`src/rtl/hwpf_nl_issue.sv`:
```
// Next-line prefetch issue stage: pops the prefetch FIFO head, forms the next
// cache-line address, drops page-crossing candidates and issues to the dcache.
module hwpf_nl_issue #(
    parameter int ADDR_WIDTH      = 40,
    parameter int LANE_SIZE       = 64,
    parameter int PAGE_SIZE       = 4096,
    parameter int MAX_OUTSTANDING = 4,
    parameter int TID_WIDTH       = 7
) (
    input  logic                                   clk_i,
    input  logic                                   rst_i,
    input  logic                                   flush_i,
    input  logic                                   enable_i,
    input  logic                                   fifo_valid_i,
    input  logic [ADDR_WIDTH-1:0]                  fifo_addr_i,
    output logic                                   fifo_read_o,
    input  logic                                   cpu_busy_i,
    output logic                                   pf_req_valid_o,
    input  logic                                   pf_req_ready_i,
    output logic [ADDR_WIDTH-1:0]                  pf_req_addr_o,
    output logic [TID_WIDTH-1:0]                   pf_req_tid_o,
    input  logic                                   pf_rsp_valid_i,
    input  logic [TID_WIDTH-1:0]                   pf_rsp_tid_i,
    output logic [$clog2(MAX_OUTSTANDING+1)-1:0]   outstanding_o,
    output logic                                   dropped_o
);

    localparam int CNT_W  = $clog2(MAX_OUTSTANDING + 1);
    localparam int OFF_W  = $clog2(LANE_SIZE);
    localparam int PAGE_W = $clog2(PAGE_SIZE);
    localparam logic [CNT_W-1:0] MAX_CNT = CNT_W'(MAX_OUTSTANDING);

    typedef enum logic [1:0] {
        IDLE,
        WAIT,
        ARB,
        ISSUE
    } state_t;

    state_t                state_q;
    logic [TID_WIDTH-1:0]  tid_q;
    logic [ADDR_WIDTH-1:0] line_addr;
    logic [ADDR_WIDTH-1:0] next_addr;
    logic                  page_cross;
    logic                  handshake;
    logic                  rsp_dec;

    // The response ID and the line-offset bits carry no information here.
    logic unused_inputs;
    assign unused_inputs = ^{pf_rsp_tid_i, fifo_addr_i[OFF_W-1:0]};

    // NOTE: every always_comb output gets a value on every path, so no latch is inferred.
    always_comb begin
        line_addr  = '0;
        line_addr  = {fifo_addr_i[ADDR_WIDTH-1:OFF_W], {OFF_W{1'b0}}};
        next_addr  = line_addr + ADDR_WIDTH'(LANE_SIZE);
        page_cross = next_addr[ADDR_WIDTH-1:PAGE_W] != fifo_addr_i[ADDR_WIDTH-1:PAGE_W];
        handshake  = pf_req_valid_o & pf_req_ready_i;
        rsp_dec    = pf_rsp_valid_i && (outstanding_o != '0);
    end

    // NOTE: sequential state uses non-blocking assignments so all registers update together.
    always_ff @(posedge clk_i or posedge rst_i) begin
        if (rst_i) begin
            state_q        <= IDLE;
            fifo_read_o    <= 1'b0;
            pf_req_valid_o <= 1'b0;
            pf_req_addr_o  <= '0;
            pf_req_tid_o   <= '0;
            dropped_o      <= 1'b0;
        end else begin
            fifo_read_o <= 1'b0;
            dropped_o   <= 1'b0;
            if (flush_i) begin
                // Abort whatever is pending; counters are handled separately.
                state_q        <= IDLE;
                pf_req_valid_o <= 1'b0;
            end else begin
                case (state_q)
                    IDLE: begin
                        if (enable_i && (outstanding_o < MAX_CNT)) begin
                            fifo_read_o <= 1'b1;
                            state_q     <= WAIT;
                        end
                    end
                    WAIT: begin
                        if (!fifo_valid_i) begin
                            state_q <= IDLE;
                        end else if (page_cross) begin
                            dropped_o <= 1'b1;
                            state_q   <= IDLE;
                        end else begin
                            pf_req_addr_o <= next_addr;
                            state_q       <= ARB;
                        end
                    end
                    ARB: begin
                        if (!cpu_busy_i) begin
                            pf_req_valid_o <= 1'b1;
                            pf_req_tid_o   <= tid_q;
                            state_q        <= ISSUE;
                        end
                    end
                    ISSUE: begin
                        if (pf_req_ready_i) begin
                            pf_req_valid_o <= 1'b0;
                            state_q        <= IDLE;
                        end
                    end
                    default: state_q <= IDLE;
                endcase
            end
        end
    end

    // A handshake counts even when it coincides with a flush.
    always_ff @(posedge clk_i or posedge rst_i) begin
        if (rst_i) begin
            tid_q         <= '0;
            outstanding_o <= '0;
        end else begin
            if (handshake) begin
                tid_q <= tid_q + TID_WIDTH'(1);
            end
            if (handshake && !pf_rsp_valid_i) begin
                outstanding_o <= outstanding_o + CNT_W'(1);
            end else if (!handshake && rsp_dec) begin
                outstanding_o <= outstanding_o - CNT_W'(1);
            end
        end
    end

endmodule

```
`config.mk`:
```
export PLATFORM = sky130hd
export DESIGN_NAME = hwpf_nl_issue
export DESIGN_NICKNAME = d
export VERILOG_FILES = /design/src/rtl/hwpf_nl_issue.sv
export SDC_FILE = /design/constraint.sdc
export NUM_CORES = 1
export LEC_CHECK = 0
export ABC_CLOCK_PERIOD_IN_PS = 3300
export CORE_MARGIN = 4
export CORE_UTILIZATION = 45
export CTS_CLUSTER_DIAMETER = 80
export CTS_CLUSTER_SIZE = 8
export DETAILED_ROUTE_END_ITERATION = 8
export PLACE_DENSITY = 0.92
export SLEW_MARGIN = 5
export SYNTH_ARGS = -nofsm -noshare
export SYNTH_HDL_FRONTEND = slang
export SYNTH_SLANG_ARGS = --single-unit
```
`constraint.sdc`:
```
create_clock -name clk_i -period 3.3 [get_ports clk_i]
set_clock_uncertainty 0.1 [all_clocks]
set_input_delay 0.66 -clock clk_i [delete_from_list [all_inputs] [get_ports clk_i]]
set_output_delay 0.66 -clock clk_i [all_outputs]
set_load 0.005 [all_outputs]
```
==> implementation parameters, run 1 <==
Parameter                              Value

Run status
  Status ... finished, final reports clean

Drt
  Number of optimization iterations in the first detailed-route pass ... 4
  Number of nets with antenna violations after routing ... 0
  Overall via count from detail_route ... 1719
  Detailed-route wire length ... 5.227 mm
  Initial DRC count ... 53
  Post-detailed-route DRC marker count ... 0
  Routed vias/inst ... 4.842
  Routed len/inst ... 14.72 um

Timing
  Max Fclk ... 0.4341 GHz
  Fin crit period ... 2304 ps
  Unrepaired setup endpoints after global routing ... no
  Final max-slew violation count ... 0
  Final hold violations ... 0
  Final worst-path cycle share ... 69.81%
  Slew headroom ... 46.92%
  TNS Setup ... 0 ps
  Worst-Margin Slew ... 795.1 ps
  Number of failing setup endpoints in the final timing report ... 0

Hold path
  Worst hold path class ... reg2reg

Yosys
  Main area contributors after synthesis ... dfrtp_1 56%, mux2_4 15%, mux2_2 3.6%
  Synthesized flop and latch total ... 56
  Synthesis warning total ... 0
  Yosys top cell by area ... dfrtp_1
  Mean post-synth cell area ... 12.99 um^2
  Share of flip-flops with an asynchronous set or reset ... 100.0%
  Post-Synthesis Cells ... 191
  Library cells used by synthesis ... 32
  Flip-flop cell with the highest count after synthesis ... dfrtp_1
  Area of the mapped netlist ... 2481 um^2
  EDFF count, synth ... 0
  Sequential cell area fraction in the yosys report ... 56.48%
  Fraction of post-synthesis cell area in the top cell type by area ... 56.48%

GRT
  Remaining global-route overflow ... 0
  First-pass GRT wire length ... 8.142 mm
  Via count of the first global-routing pass ... 1751
  Number of antenna violations at the first check in global routing ... 0
  Total global routing track utilization ... 15.76%
  Largest net degree at the start of global routing ... 40

Layout
  Number of filler cells placed in the layout ... 397
  Layout Nets ... 342
  Layout area overhead ... 41.70%
  Share of the core filled with cells ... 67.13%
  Antenna diode count ... 0
  Fraction of final layout cells sized beyond drive strength 1 ... 17.19%

Critical path
  Reg-to-reg slack, setup ... 1500 ps
  Sort of element at the end of the critical path ... flip-flop
  Nature of the critical path startpoint ... input port
  Highest fanout seen on the critical path ... 6
  Critical path required time ... 3420 ps
  Worst R2R Start ... pf_req_valid_o
  WP data arrival ... 2420 ps
  Depth of the most critical reg-to-reg path ... 5
  Endpoint of the lowest-slack register-to-register path ... outstanding_o[2]
  Setup crit start ... pf_req_ready_i
  Start-to-end type of the worst setup path ... in2reg
  CP endpoint ... outstanding_o[2]

Power and ir drop
  Power density over the cells ... 728.1 nW/um^2
  IR drop worst, VDD ... 0.3533 mV
  Static leakage ... 1.611 nW
  Sw power ... 0.0006901 W
  Sw frac ... 26.96%
  Clk network pwr share ... 14.5%
  Overall power ... 0.002560 W
  Combinational power share ... 40.9%
  Sequential cell fraction of total power ... 44.7%
  P_int ... 0.001870 W

Clocking
  Post-cts repair resize count ... 0
  Cell at the root of the clock tree ... clkbuf_8
  Level count of the clock H-tree ... 2
  Clock Tree Buf Depth ... 2
  Inserted Clock Buffers ... 5
  Clk_lat worst skew ... 290 ps
  Count of buffers added by post-CTS timing repair for setup ... 0
  Clock tree from TritonCTS ... yes
  Number of sinks handled by clock tree synthesis ... 56
  Post-CTS Hold Buffers ... 0
  Clock slew at the register clock pins of the worst setup and hold paths ... 100 ps

Place
  RePlAce Congestion ... 0.8088
  IO buf count ... 88
  Detailed placement HPWL ... 4.020 mm

Die
  Row cnt ... 26
  Die area ... 6766 um^2
  Core footprint ... 5238 um^2
  Height of the die ... 82.26 um
  Number of I/O pins ... 108
  Die Span X ... 82.26 um
  Initial core utilization ... 47.37%

Job
  Reported max-cap violation count ... 0
flip-flops by register name (all words and copies together), names as in the netlist:
name            cells
dropped_o           1
fifo_read_o         1
outstanding_o       3
pf_req_addr_o      34
pf_req_tid_o        7
pf_req_valid_o      1
state_q             2
tid_q               7
worst min path at each step:
stage / from / to / slack [ps] / cells after the start
after detailed placement: pf_req_addr_o[11] / pf_req_addr_o[11] / 370 / 2
final: tid_q[6] / tid_q[6] / 390 / 1
after CTS: tid_q[6] / tid_q[6] / 390 / 1
after global placement: tid_q[6] / tid_q[6] / 360 / 1
after global routing: tid_q[6] / tid_q[6] / 420 / 1
after floorplan: tid_q[6] / tid_q[6] / 340 / 1
cells in the mapped netlist (2+ instances only):
master	count
dfrtp_1	56
mux2_4	24
nand2_1	22
o21ai_0	12
nor2_1	11
mux2_2	8
nand3_1	8
buf_4	6
xnor2_1	6
inv_1	4
xor2_1	4
a21oi_1	3
buf_6	3
a31oi_1	2
and2_1	2
ha_1	2
nand3b_1	2
o31a_1	2
final cells by class:
type	instances	area [um^2]	share of cell area, %
flip-flops and latches	56	1401	39.86
multi-input cells	125	996.0	28.33
repair buffers	92	923.4	26.26
well taps	70	87.58	2.491
clock buffers	6	82.58	2.349
inverters	4	15.01	0.4270
clock inverters	2	10.01	0.2847
per-stage QoR:
stage	cell area [um^2]	setup WS (ps)	hold slack [ps]	std cells
floorplan	2500	1169	340.1	196
global placement	3423	695.7	356.0	347
detailed placement	3423	679.4	372.7	347
CTS	3516	992.1	388.5	355
global route	3516	889.5	419.7	355
finish	3516	996.1	387.3	355
cells by family (layout without fill, tap and decap cells):
logic type / Yosys count / count (layout) / share of synthesized area [%]
flops: 56 / 56 / 56.48
simple gates: 52 / 52 / 10.19
mux: 32 / 32 / 18.15
compound gates: 22 / 22 / 5.547
buf+inv: 15 / 104 / 4.134
xor+xnor: 10 / 10 / 3.530
fa+ha+maj: 3 / 3 / 1.815
other cells: 1 / 6 / 0.1511
power by group through the flow:
| stage | sequential, W | clock, W | combinational (W) |
|---|---|---|---|
| 6_report | 0.00114 | 0.000371 | 0.00105 |
| 3_3_place_gp | 0.00114 | 0 | 0.00102 |
| 5_1_grt | 0.00119 | 0.000412 | 0.00114 |
| 3_5_place_dp | 0.00115 | 0 | 0.00106 |
| 2_1_floorplan | 0.00115 | 0 | 0.000416 |
| 4_1_cts | 0.00115 | 0.000383 | 0.00106 |
metal layers:
metal	share of wire [%]	vias to the layer above	global-route usage (%)
met4	1.6	0	4.983
met2	48	65	27.08
met1	43	823	19.27
li1	-	825	-
met5	0	-	0
met3	7.3	6	4.121
critical path: stages:
cell and delay [ps]:
clkdlybuf4s50_1 560, and3b_1 290, inv_1 80, fa_1 400, o31a_1 300, o21ai_0 130
placed cells by master (no fill, tap or decap), types with 8 or more instances in the layout:
cell,count
nand3_1,8
mux2_2,8
dfrtp_1,56
mux2_4,24
nand2_1,22
o21ai_0,12
clkdlybuf4s50_1,88
nor2_1,11
No activity file was read; power rests on OpenSTA's default activity.
==> run 2: changes to the inputs <==
Settings changed: ABC_CLOCK_PERIOD_IN_PS 3300 to 1900, CORE_UTILIZATION 45 to 38, PLACE_DENSITY 0.92 to 0.83.
Clock period 3.3 ns to 1.9 ns, I/O delays scaled along.
==> implementation parameters, run 2 (synthesis gave the netlist of run 1 again) <==
Parameter                              Value

Die
  Number of I/O pins ... 108
  Initial core utilization ... 39.07%
  Die Span X ... 88.81 um
  Die area ... 7886 um^2
  Height of the die ... 88.81 um
  Row cnt ... 29
  Core footprint ... 6350 um^2

Layout
  Register with the most flip-flops ... pf_req_addr_o
  Antenna diode count ... 0
  Fraction of final layout cells sized beyond drive strength 1 ... 21.26%
  Layout Nets ... 358
  Layout area overhead ... 47.05%
  Leading cell type in the layout, fill and taps excluded ... clkdlybuf4s50_1
  Largest registers ... pf_req_addr_o: 34 flops, pf_req_tid_o: 7 flops, tid_q: 7 flops
  Final Non-Filler Cells ... 378
  Top library cells by usage in the layout, fill and taps aside ... 88 x clkdlybuf4s50_1, 56 x dfrtp_1, 24 x mux2_4
  Max reg flops ... 34

Clocking
  Post-cts repair resize count ... 0
  Cell at the root of the clock tree ... clkbuf_8
  Level count of the clock H-tree ... 2
  Clock tree from TritonCTS ... yes
  Clock Tree Buf Depth ... 2
  Inserted Clock Buffers ... 5
  Clk_lat worst skew ... 300 ps
  Clock slew at the register clock pins of the worst setup and hold paths ... 90 ps
  Number of sinks handled by clock tree synthesis ... 56
  Post-CTS Hold Buffers ... 0
  Count of buffers added by post-CTS timing repair for setup ... 0

Timing
  Fin crit period ... 1817 ps
  Final max-slew violation count ... 0
  Final worst-path cycle share ... 95.64%
  Max Fclk ... 0.5503 GHz
  Hold WS ... 356.3 ps
  Final hold violations ... 0
  Unrepaired setup endpoints after global routing ... no
  Number of failing setup endpoints in the final timing report ... 0

Power and ir drop
  Power density over the cells ... 1230 nW/um^2
  Sw power ... 0.001210 W
  IR drop worst, VDD ... 0.6277 mV
  Sw frac ... 26.96%
  Static leakage ... 1.687 nW
  Combinational power share ... 41.1%
  Clk network pwr share ... 14.5%
  Sequential cell fraction of total power ... 44.4%
  P_int ... 0.003277 W

Critical path
  Nature of the critical path startpoint ... input port
  Depth of the most critical reg-to-reg path ... 5
  Start-to-end type of the worst setup path ... in2reg
  Sort of element at the end of the critical path ... flip-flop
  Endpoint of the lowest-slack register-to-register path ... outstanding_o[2]
  WP data arrival ... 1900 ps
  Highest fanout seen on the critical path ... 28
  Reg-to-reg slack, setup ... 300 ps
  Critical path required time ... 1980 ps
  Worst R2R Start ... pf_req_valid_o

Drt
  Overall via count from detail_route ... 1747
  Number of nets with antenna violations after routing ... 0
  Routed vias/inst ... 4.622
  Detailed-route wire length ... 5.376 mm
  Number of optimization iterations in the first detailed-route pass ... 4
  Post-detailed-route DRC marker count ... 0
  Initial DRC count ... 28
  Routed len/inst ... 14.22 um

Place
  IO buf count ... 88
  Cell count after placement ... 370
  RePlAce Congestion ... 0.7791
  Detailed placement HPWL ... 4.135 mm

GRT
  First-pass GRT wire length ... 8.438 mm
  Remaining global-route overflow ... 0
  Number of antenna violations at the first check in global routing ... 0
  Largest net degree at the start of global routing ... 32
  Via count of the first global-routing pass ... 1839
  Total global routing track utilization ... 13.74%

Job
  Reported max-cap violation count ... 0

Run status
  Status ... finished, final reports clean

Hold path
  Worst hold path class ... in2async
-- run 2: cell count changes in the layout (fill, tap and decap cells not counted) --
cell / change
a31oi_2: +1
a31oi_1: -1
clkinv_2: -2
buf_4: +16
clkbuf_1: +2
-- run 2: final cells by class --
| type | instances | area [um^2] |
|---|---|---|
| clock buffer | 8 | 90.09 |
| inverter | 4 | 15.01 |
| tap | 77 | 96.34 |
| fill | 508 | 2701 |
| timing repair buffer | 108 | 1044 |
| multi-input combinational | 125 | 1002 |
| sequential | 56 | 1401 |
-- run 2: worst max path at each step --
stage	from	endpoint	cells after the start
2_1_floorplan	rst_i	dropped_o	1
3_3_place_gp	fifo_addr_i[6]	pf_req_addr_o[7]	6
3_5_place_dp	fifo_addr_i[6]	pf_req_addr_o[21]	6
4_1_cts	fifo_addr_i[6]	pf_req_addr_o[23]	6
5_1_grt	pf_rsp_valid_i	outstanding_o[2]	6
6_report	fifo_addr_i[7]	pf_req_addr_o[21]	6
-- run 2: metrics by stage --
stage / setup TNS, ps / cell area (um^2) / worst slack, ps / power (W) / util [%]
CTS: 0 / 3642 / 52.04 / 0.004550 / 57.36
global route: 0 / 3649 / 26.93 / 0.004798 / 57.46
detailed placement: -7710 / 3552 / -266.2 / 0.003878 / 55.94
floorplan: 0 / 2500 / 48.72 / 0.002724 / -
global placement: -6656 / 3552 / -240.2 / 0.003799 / 55.94
finish: 0 / 3649 / 82.85 / 0.004487 / 57.46
-- run 2: worst max-delay path, stage by stage --
cell and delay, ps:
clkdlybuf4s50_1 500, ha_1 200, a31oi_2 70, o21ai_4 180
buf_12 220, mux2_4 320
-- run 2: per-layer routing --
metal	GRT usage [%]	wire (um)
met5	0	0
met4	5.907	78
met3	3.166	323
met2	22.67	2703
met1	17.22	2270
-- run 2: power groups by stage --
| stage | Clock, W | Combinational, W | Sequential, W |
|---|---|---|---|
| floorplan | 0 | 0.000722 | 0.00200 |
| global placement | 0 | 0.00182 | 0.00198 |
| detailed placement | 0 | 0.00186 | 0.00201 |
| CTS | 0.000681 | 0.00188 | 0.00199 |
| global route | 0.000731 | 0.00201 | 0.00206 |
| finish | 0.000651 | 0.00184 | 0.00199 |
